File: src/rtl/arcade_key_decoder_if.sv
// Key/coin bus between hps_io-side stimulus and arcade_key_decoder.
// slave = decoder side, master = whoever drives the keyboard/joystick events.
interface arcade_key_decoder_if;
  logic [10:0] ps2_key;
  logic        joy_coin;
  logic        clear;
  logic [4:0]  p1;
  logic [4:0]  p2;
  logic        start1;
  logic        start2;
  logic        coin;
  logic        coin_busy;

  modport slave (
    input  ps2_key, joy_coin, clear,
    output p1, p2, start1, start2, coin, coin_busy
  );

  modport master (
    output ps2_key, joy_coin, clear,
    input  p1, p2, start1, start2, coin, coin_busy
  );
endinterface

File: src/rtl/arcade_key_decoder.sv
// PS/2 key events -> held player buttons, plus a queued, shaped coin pulse
// driven by coin keys and the joystick coin bit.
module arcade_key_decoder #(
  parameter logic [23:0] COIN_ON  = 24'd2400000,
  parameter logic [23:0] COIN_GAP = 24'd2400000
) (
  input  logic                  clk_sys,
  input  logic                  reset_n,
  arcade_key_decoder_if.slave   bus
);

  localparam int NKEYS = 18;
  // Index 0 is the LSB entry: p1 dirs, p1 fires, p2 keys, starts, coin keys.
  localparam logic [NKEYS*9-1:0] KEY_CODES = {
    9'h036, 9'h02E, 9'h004,
    9'h01E, 9'h006, 9'h016, 9'h005,
    9'h01C, 9'h034, 9'h023, 9'h02B, 9'h02D,
    9'h014, 9'h029,
    9'h074, 9'h06B, 9'h072, 9'h075
  };
  localparam logic [NKEYS-1:0] IGNORE_EXT = 18'h0000F;
  localparam logic [NKEYS-1:0] COIN_KEYS  = 18'h38000;

  typedef enum logic [1:0] {S_IDLE, S_ON, S_GAP} state_t;

  logic [NKEYS-1:0] key_hit;
  logic [NKEYS-1:0] held_q, held_d;
  logic             primed_q, tog_q, joy_q;
  logic [4:0]       p1_q, p2_q;
  logic             start1_q, start2_q;
  logic             ps2_event, coin_key_req, joy_rise, launch;
  logic [1:0]       req_cnt;
  logic [2:0]       pending_sum;
  logic [1:0]       pending_q, pending_d;
  state_t           state_q;
  logic [23:0]      cnt_q;
  logic             coin_q, busy_q;

  // Arrow codes match with or without the E0 prefix so keypad arrows work too.
  generate
    for (genvar gi = 0; gi < NKEYS; gi++) begin : g_match
      localparam logic [8:0] CODE = KEY_CODES[gi*9 +: 9];
      if (IGNORE_EXT[gi]) begin : g_any
        assign key_hit[gi] = (bus.ps2_key[7:0] == CODE[7:0]);
      end else begin : g_exact
        assign key_hit[gi] = (bus.ps2_key[8:0] == CODE);
      end
    end
  endgenerate

  assign ps2_event    = primed_q && (bus.ps2_key[10] != tog_q);
  assign coin_key_req = ps2_event && bus.ps2_key[9] && |(key_hit & COIN_KEYS & ~held_q);
  assign joy_rise     = bus.joy_coin && !joy_q;

  always_comb begin
    held_d = held_q;
    if (bus.clear) begin
      held_d = '0;
    end else if (ps2_event) begin
      held_d = bus.ps2_key[9] ? (held_q | key_hit) : (held_q & ~key_hit);
    end
  end

  always_ff @(posedge clk_sys or negedge reset_n) begin
    if (!reset_n) begin
      primed_q <= 1'b0;
      tog_q    <= 1'b0;
      joy_q    <= 1'b0;
      held_q   <= '0;
      p1_q     <= '0;
      p2_q     <= '0;
      start1_q <= 1'b0;
      start2_q <= 1'b0;
    end else begin
      // tog_q tracks even while clear is high, so a dropped event never replays.
      primed_q <= 1'b1;
      tog_q    <= bus.ps2_key[10];
      joy_q    <= bus.joy_coin;
      held_q   <= held_d;
      p1_q     <= {held_d[5] | held_d[4], held_d[3:0]};
      p2_q     <= held_d[10:6];
      start1_q <= held_d[12] | held_d[11];
      start2_q <= held_d[14] | held_d[13];
    end
  end

  assign req_cnt     = {1'b0, coin_key_req} + {1'b0, joy_rise};
  assign launch      = (state_q == S_IDLE) && (pending_q != 2'd0);
  assign pending_sum = {1'b0, pending_q} + {1'b0, req_cnt} - {2'b00, launch};
  assign pending_d   = bus.clear ? 2'd0 :
                       (pending_sum > 3'd3) ? 2'd3 : pending_sum[1:0];

  always_ff @(posedge clk_sys or negedge reset_n) begin
    if (!reset_n) begin
      state_q   <= S_IDLE;
      cnt_q     <= '0;
      pending_q <= '0;
      coin_q    <= 1'b0;
      busy_q    <= 1'b0;
    end else if (bus.clear) begin
      state_q   <= S_IDLE;
      cnt_q     <= '0;
      pending_q <= '0;
      coin_q    <= 1'b0;
      busy_q    <= 1'b0;
    end else begin
      pending_q <= pending_d;
      case (state_q)
        S_IDLE: begin
          if (launch) begin
            state_q <= S_ON;
            cnt_q   <= COIN_ON - 24'd1;
            coin_q  <= 1'b1;
            busy_q  <= 1'b1;
          end else begin
            busy_q  <= (pending_d != 2'd0);
          end
        end
        S_ON: begin
          busy_q <= 1'b1;
          if (cnt_q == 24'd0) begin
            state_q <= S_GAP;
            cnt_q   <= COIN_GAP - 24'd1;
            coin_q  <= 1'b0;
          end else begin
            cnt_q   <= cnt_q - 24'd1;
          end
        end
        S_GAP: begin
          if (cnt_q == 24'd0) begin
            state_q <= S_IDLE;
            busy_q  <= (pending_d != 2'd0);
          end else begin
            cnt_q   <= cnt_q - 24'd1;
            busy_q  <= 1'b1;
          end
        end
        default: begin
          state_q <= S_IDLE;
          coin_q  <= 1'b0;
          busy_q  <= 1'b0;
        end
      endcase
    end
  end

  assign bus.p1        = p1_q;
  assign bus.p2        = p2_q;
  assign bus.start1    = start1_q;
  assign bus.start2    = start2_q;
  assign bus.coin      = coin_q;
  assign bus.coin_busy = busy_q;

endmodule

File: src/flat_wrapper.sv
// flat-port wrapper written by rule: the top's interface ports become plain ports
module arcade_key_decoder_flat 
#(
  parameter logic [23:0] COIN_ON  = 24'd2400000,
  parameter logic [23:0] COIN_GAP = 24'd2400000
)
  (clk_sys, reset_n, bus_ps2_key, bus_joy_coin, bus_clear, bus_p1, bus_p2, bus_start1, bus_start2, bus_coin, bus_coin_busy);
  arcade_key_decoder_if bus_i ();
  input  logic clk_sys;
  input  logic reset_n;
  input wire logic [$bits(bus_i.ps2_key)-1:0] bus_ps2_key;
  input wire logic [$bits(bus_i.joy_coin)-1:0] bus_joy_coin;
  input wire logic [$bits(bus_i.clear)-1:0] bus_clear;
  output wire logic [$bits(bus_i.p1)-1:0] bus_p1;
  output wire logic [$bits(bus_i.p2)-1:0] bus_p2;
  output wire logic [$bits(bus_i.start1)-1:0] bus_start1;
  output wire logic [$bits(bus_i.start2)-1:0] bus_start2;
  output wire logic [$bits(bus_i.coin)-1:0] bus_coin;
  output wire logic [$bits(bus_i.coin_busy)-1:0] bus_coin_busy;
  assign bus_i.ps2_key = bus_ps2_key;
  assign bus_i.joy_coin = bus_joy_coin;
  assign bus_i.clear = bus_clear;
  assign bus_p1 = bus_i.p1;
  assign bus_p2 = bus_i.p2;
  assign bus_start1 = bus_i.start1;
  assign bus_start2 = bus_i.start2;
  assign bus_coin = bus_i.coin;
  assign bus_coin_busy = bus_i.coin_busy;
  arcade_key_decoder #(.COIN_ON(COIN_ON), .COIN_GAP(COIN_GAP)) u_core (.clk_sys(clk_sys), .reset_n(reset_n), .bus(bus_i));
endmodule
File: config.mk
export PLATFORM = sky130hd
export DESIGN_NAME = arcade_key_decoder_flat
export DESIGN_NICKNAME = d
export VERILOG_FILES = /design/src/rtl/arcade_key_decoder_if.sv /design/src/rtl/arcade_key_decoder.sv /design/src/flat_wrapper.sv
export SDC_FILE = /design/constraint.sdc
export NUM_CORES = 1
export LEC_CHECK = 0
export ABC_AREA = 1
export CORE_ASPECT_RATIO = 0.7
export CORE_MARGIN = 8
export CORE_UTILIZATION = 35
export CTS_CLUSTER_DIAMETER = 60
export CTS_CLUSTER_SIZE = 28
export DETAILED_ROUTE_END_ITERATION = 10
export RECOVER_POWER = 50
export SLEW_MARGIN = 20
export SYNTH_ARGS = -nofsm -noshare
export SYNTH_HDL_FRONTEND = slang
export SYNTH_SLANG_ARGS = --single-unit
File: constraint.sdc
create_clock -name clk_sys -period 3.06 [get_ports clk_sys]
set_clock_uncertainty 0.1 [all_clocks]
set_input_delay 0.612 -clock clk_sys [delete_from_list [all_inputs] [get_ports clk_sys]]
set_output_delay 0.612 -clock clk_sys [all_outputs]
set_load 0.01 [all_outputs]
==> impl_metrics.tcl <==
set metrics [dict create \
    synthArstFlopShare 1.00 \
    root_buffer "clkbuf_16" \
    grt_max_degree 26 \
    wirelength_mm 9.85 \
    initial_core_util 0.359 \
    worstSetupStartpointType "input port" \
    synth.distinct_cells 37 \
    cts.sinks 54 \
    relSlewSlack 0.168 \
    gp_congestion 0.910 \
    via_per_inst 4.75 \
    total_power_mw 3.32 \
    vdd_drop_max_uv 359 \
    remaining_drc_errors 0 \
    num_io_pins 29 \
    yosys-top-cells-area "dfrtp_1 (36%), nand2_1 (18%), inv_1 (8.0%)" \
    row_count 31 \
    clockBufferDepth 2 \
    via_count 3487 \
    post-synth-top-count-cell "nand2_1" \
    cp.arrival_ps 3080 \
    layout-drive-gt1-share 0.126 \
    fin_nets 626 \
    drv_cap 0 \
    area_delta_synth_final_pct 20.6 \
    setup_viol 0 \
    max_freq_mhz 338 \
    synth_warnings 0 \
    synth_edf_count 0 \
    grt_pass1_vias 3200 \
    htreeDepth 2 \
    r2r_slack_ps 330 \
    grt_antenna_before_repair 0 \
    fin_crit_sh 0.967 \
    cts_buffers 5 \
    fin_util 0.433 \
    syn_nets 581 \
    p_leak_nw 2.34 \
    antennaDiodeCount 0 \
    hpwlAfterDp_mm 7.65 \
    worst_r2r_path_depth 13 \
    syn_area_per_cell_um2 6.69 \
    ant_nets 0 \
    ys_seq_area_frac 0.363 \
    die_h_um 102 \
    core_area_um2 10400 \
    cts_tree "done" \
    layout.cells.non_filler 734 \
    grt_pass1_wl_mm 16.5 \
    dp.cells 724 \
    reg2reg_from "u_core.state_q[1]" \
    clock_latency_ps 300 \
    worstReg2RegEnd "u_core.bus.coin_busy" \
    path_max_fanout 3 \
    drt-initial-drc-count 390 \
    hold_slack_ps 238 \
    hold_viol 0 \
    tightest_slew_ps 1250 \
    synth_top_cell_by_area "dfrtp_1" \
    fp.dieArea_um2 14200 \
    ys_top_cells_by_count "nand2_1 (181), inv_1 (79), nor2_1 (77)" \
    min_path_type "input port to async pin" \
    routedWlPerCell_um 13.4 \
    status "finished clean" \
    grt_overflow 0 \
    endpoint_kind "flop" \
    clk_pin_slew_ps 80 \
    synth_top_flop_cell "dfrtp_1" \
    firstDrtPassIters 5 \
    worstSetupPathType "input port to flop" \
    ys_seq_elements 54 \
    io_buffers 28 \
    synth_area_um2 3720 \
    grt_use_total 0.143 \
    p_per_area_nw_per_um2 740 \
    yosysTopAreaCellShare 0.363 \
    netlist_instances 556 \
    required_ps 3180 \
    die_w_um 139 \
    period_minus_slack_ps 2960 \
    maxSlewViolCount 0 \
]
[through the flow]
stage / setup slack (ps) / TNS, ps / area, um^2
2_1_floorplan: 286 / 0 / 3720
3_3_place_gp: -357 / -684 / 4220
3_5_place_dp: -454 / -953 / 4220
4_1_cts: 30.9 / 0 / 4380
5_1_grt: -35.8 / -35.8 / 4480
6_report: 101 / 0 / 4480
[area by class of cell]
type / instances / area [um^2]
clock inverter: 3 / 25.0
fill: 1046 / 5870
timing repair buffer: 56 / 490
inverter: 83 / 312
tap: 132 / 165
clock buffer: 5 / 125
sequential: 54 / 1350
multi-input combinational: 401 / 2020
[report_power, final]
group	internal (mW)	leakage, nW	total, mW	switching [mW]
clock network	0.309	0.0704	0.586	0.278
registers	0.852	0.718	1.01	0.160
logic	0.584	1.55	1.72	1.14
total	1.75	2.34	3.32	1.57
[cell usage in the layout, fill, tap and decap left out, types with 2 or more instances in the layout]
cell type and n:
clkdlybuf4s50_1 15, dlymetal6s2s_1 6, o21ai_0 31, nand3b_1 2
dlygate4sd3_1 5, buf_4 26, inv_2 7, or2_2 3
nand2_1 178, inv_1 76, nor3_1 7, clkbuf_1 3
a21oi_1 9, clkbuf_16 5, nand2_2 5, nor2_1 69
nor2_4 7, nand3_1 36, nand4_1 6, dfrtp_1 54
ha_1 8, o211ai_1 9, nor2_2 8, fa_2 2
o31ai_1 2, xor2_1 2
[repair_timing]
item	4_1_cts	5_1_grt
buffers inserted	0	2
gates resized for setup	8	27
endpoints found under the setup margin	1	2
pin swaps	1	12
hold buffers	0	0
[per-layer routing]
| layer | vias up | wire (um) | track usage |
|---|---|---|---|
| li1 | 1818 | - | - |
| met1 | 1578 | 5430 | 0.218 |
| met2 | 87 | 3840 | 0.198 |
| met3 | 4 | 507 | 0.0303 |
| met4 | 0 | 73 | 0.0294 |
| met5 | - | 0 | 0 |
[registers in the layout, indices dropped and copies added (netlist names), 2 cells and up]
signal / flops
u_core.bus.p1: 5
u_core.bus.p2: 4
u_core.cnt_q: 24
u_core.held_q: 10
u_core.pending_q: 2
u_core.state_q: 2
[worst max-delay path: stages]
cell	delay [ps]
clkdlybuf4s50_1	460
inv_1	150
nand4_1	160
nor3_2	260
o31ai_4	100
fa_2	380
fa_2	390
xnor2_2	150
nand2_1	90
nand2_2	50
nand2_1	60
o21ai_0	70
a31oi_1	160
[logic make-up after synthesis]
group                      synth area share
DFF                                   0.363
xor gates and xnor gates            0.00706
adders and majority gates            0.0377
other                               0.00101
AOI/OAI and AO/OA                    0.0938
buffers and inverters                 0.121
and+or+nand+nor                       0.376
[how the worst max path moves through the flow]
stage                   start              endpoint  slack (ps)  cells past startpoint
2_1_floorplan  bus_ps2_key[2]  u_core.bus.coin_busy         290                     15
5_1_grt        bus_ps2_key[5]  u_core.bus.coin_busy         -40                     13
4_1_cts        bus_ps2_key[2]  u_core.bus.coin_busy          30                     16
3_3_place_gp   bus_ps2_key[2]  u_core.bus.coin_busy        -360                     16
3_5_place_dp   bus_ps2_key[2]  u_core.bus.coin_busy        -450                     16
6_report       bus_ps2_key[5]  u_core.bus.coin_busy         100                     13
Note: power is estimated with default switching activity, not from simulation.
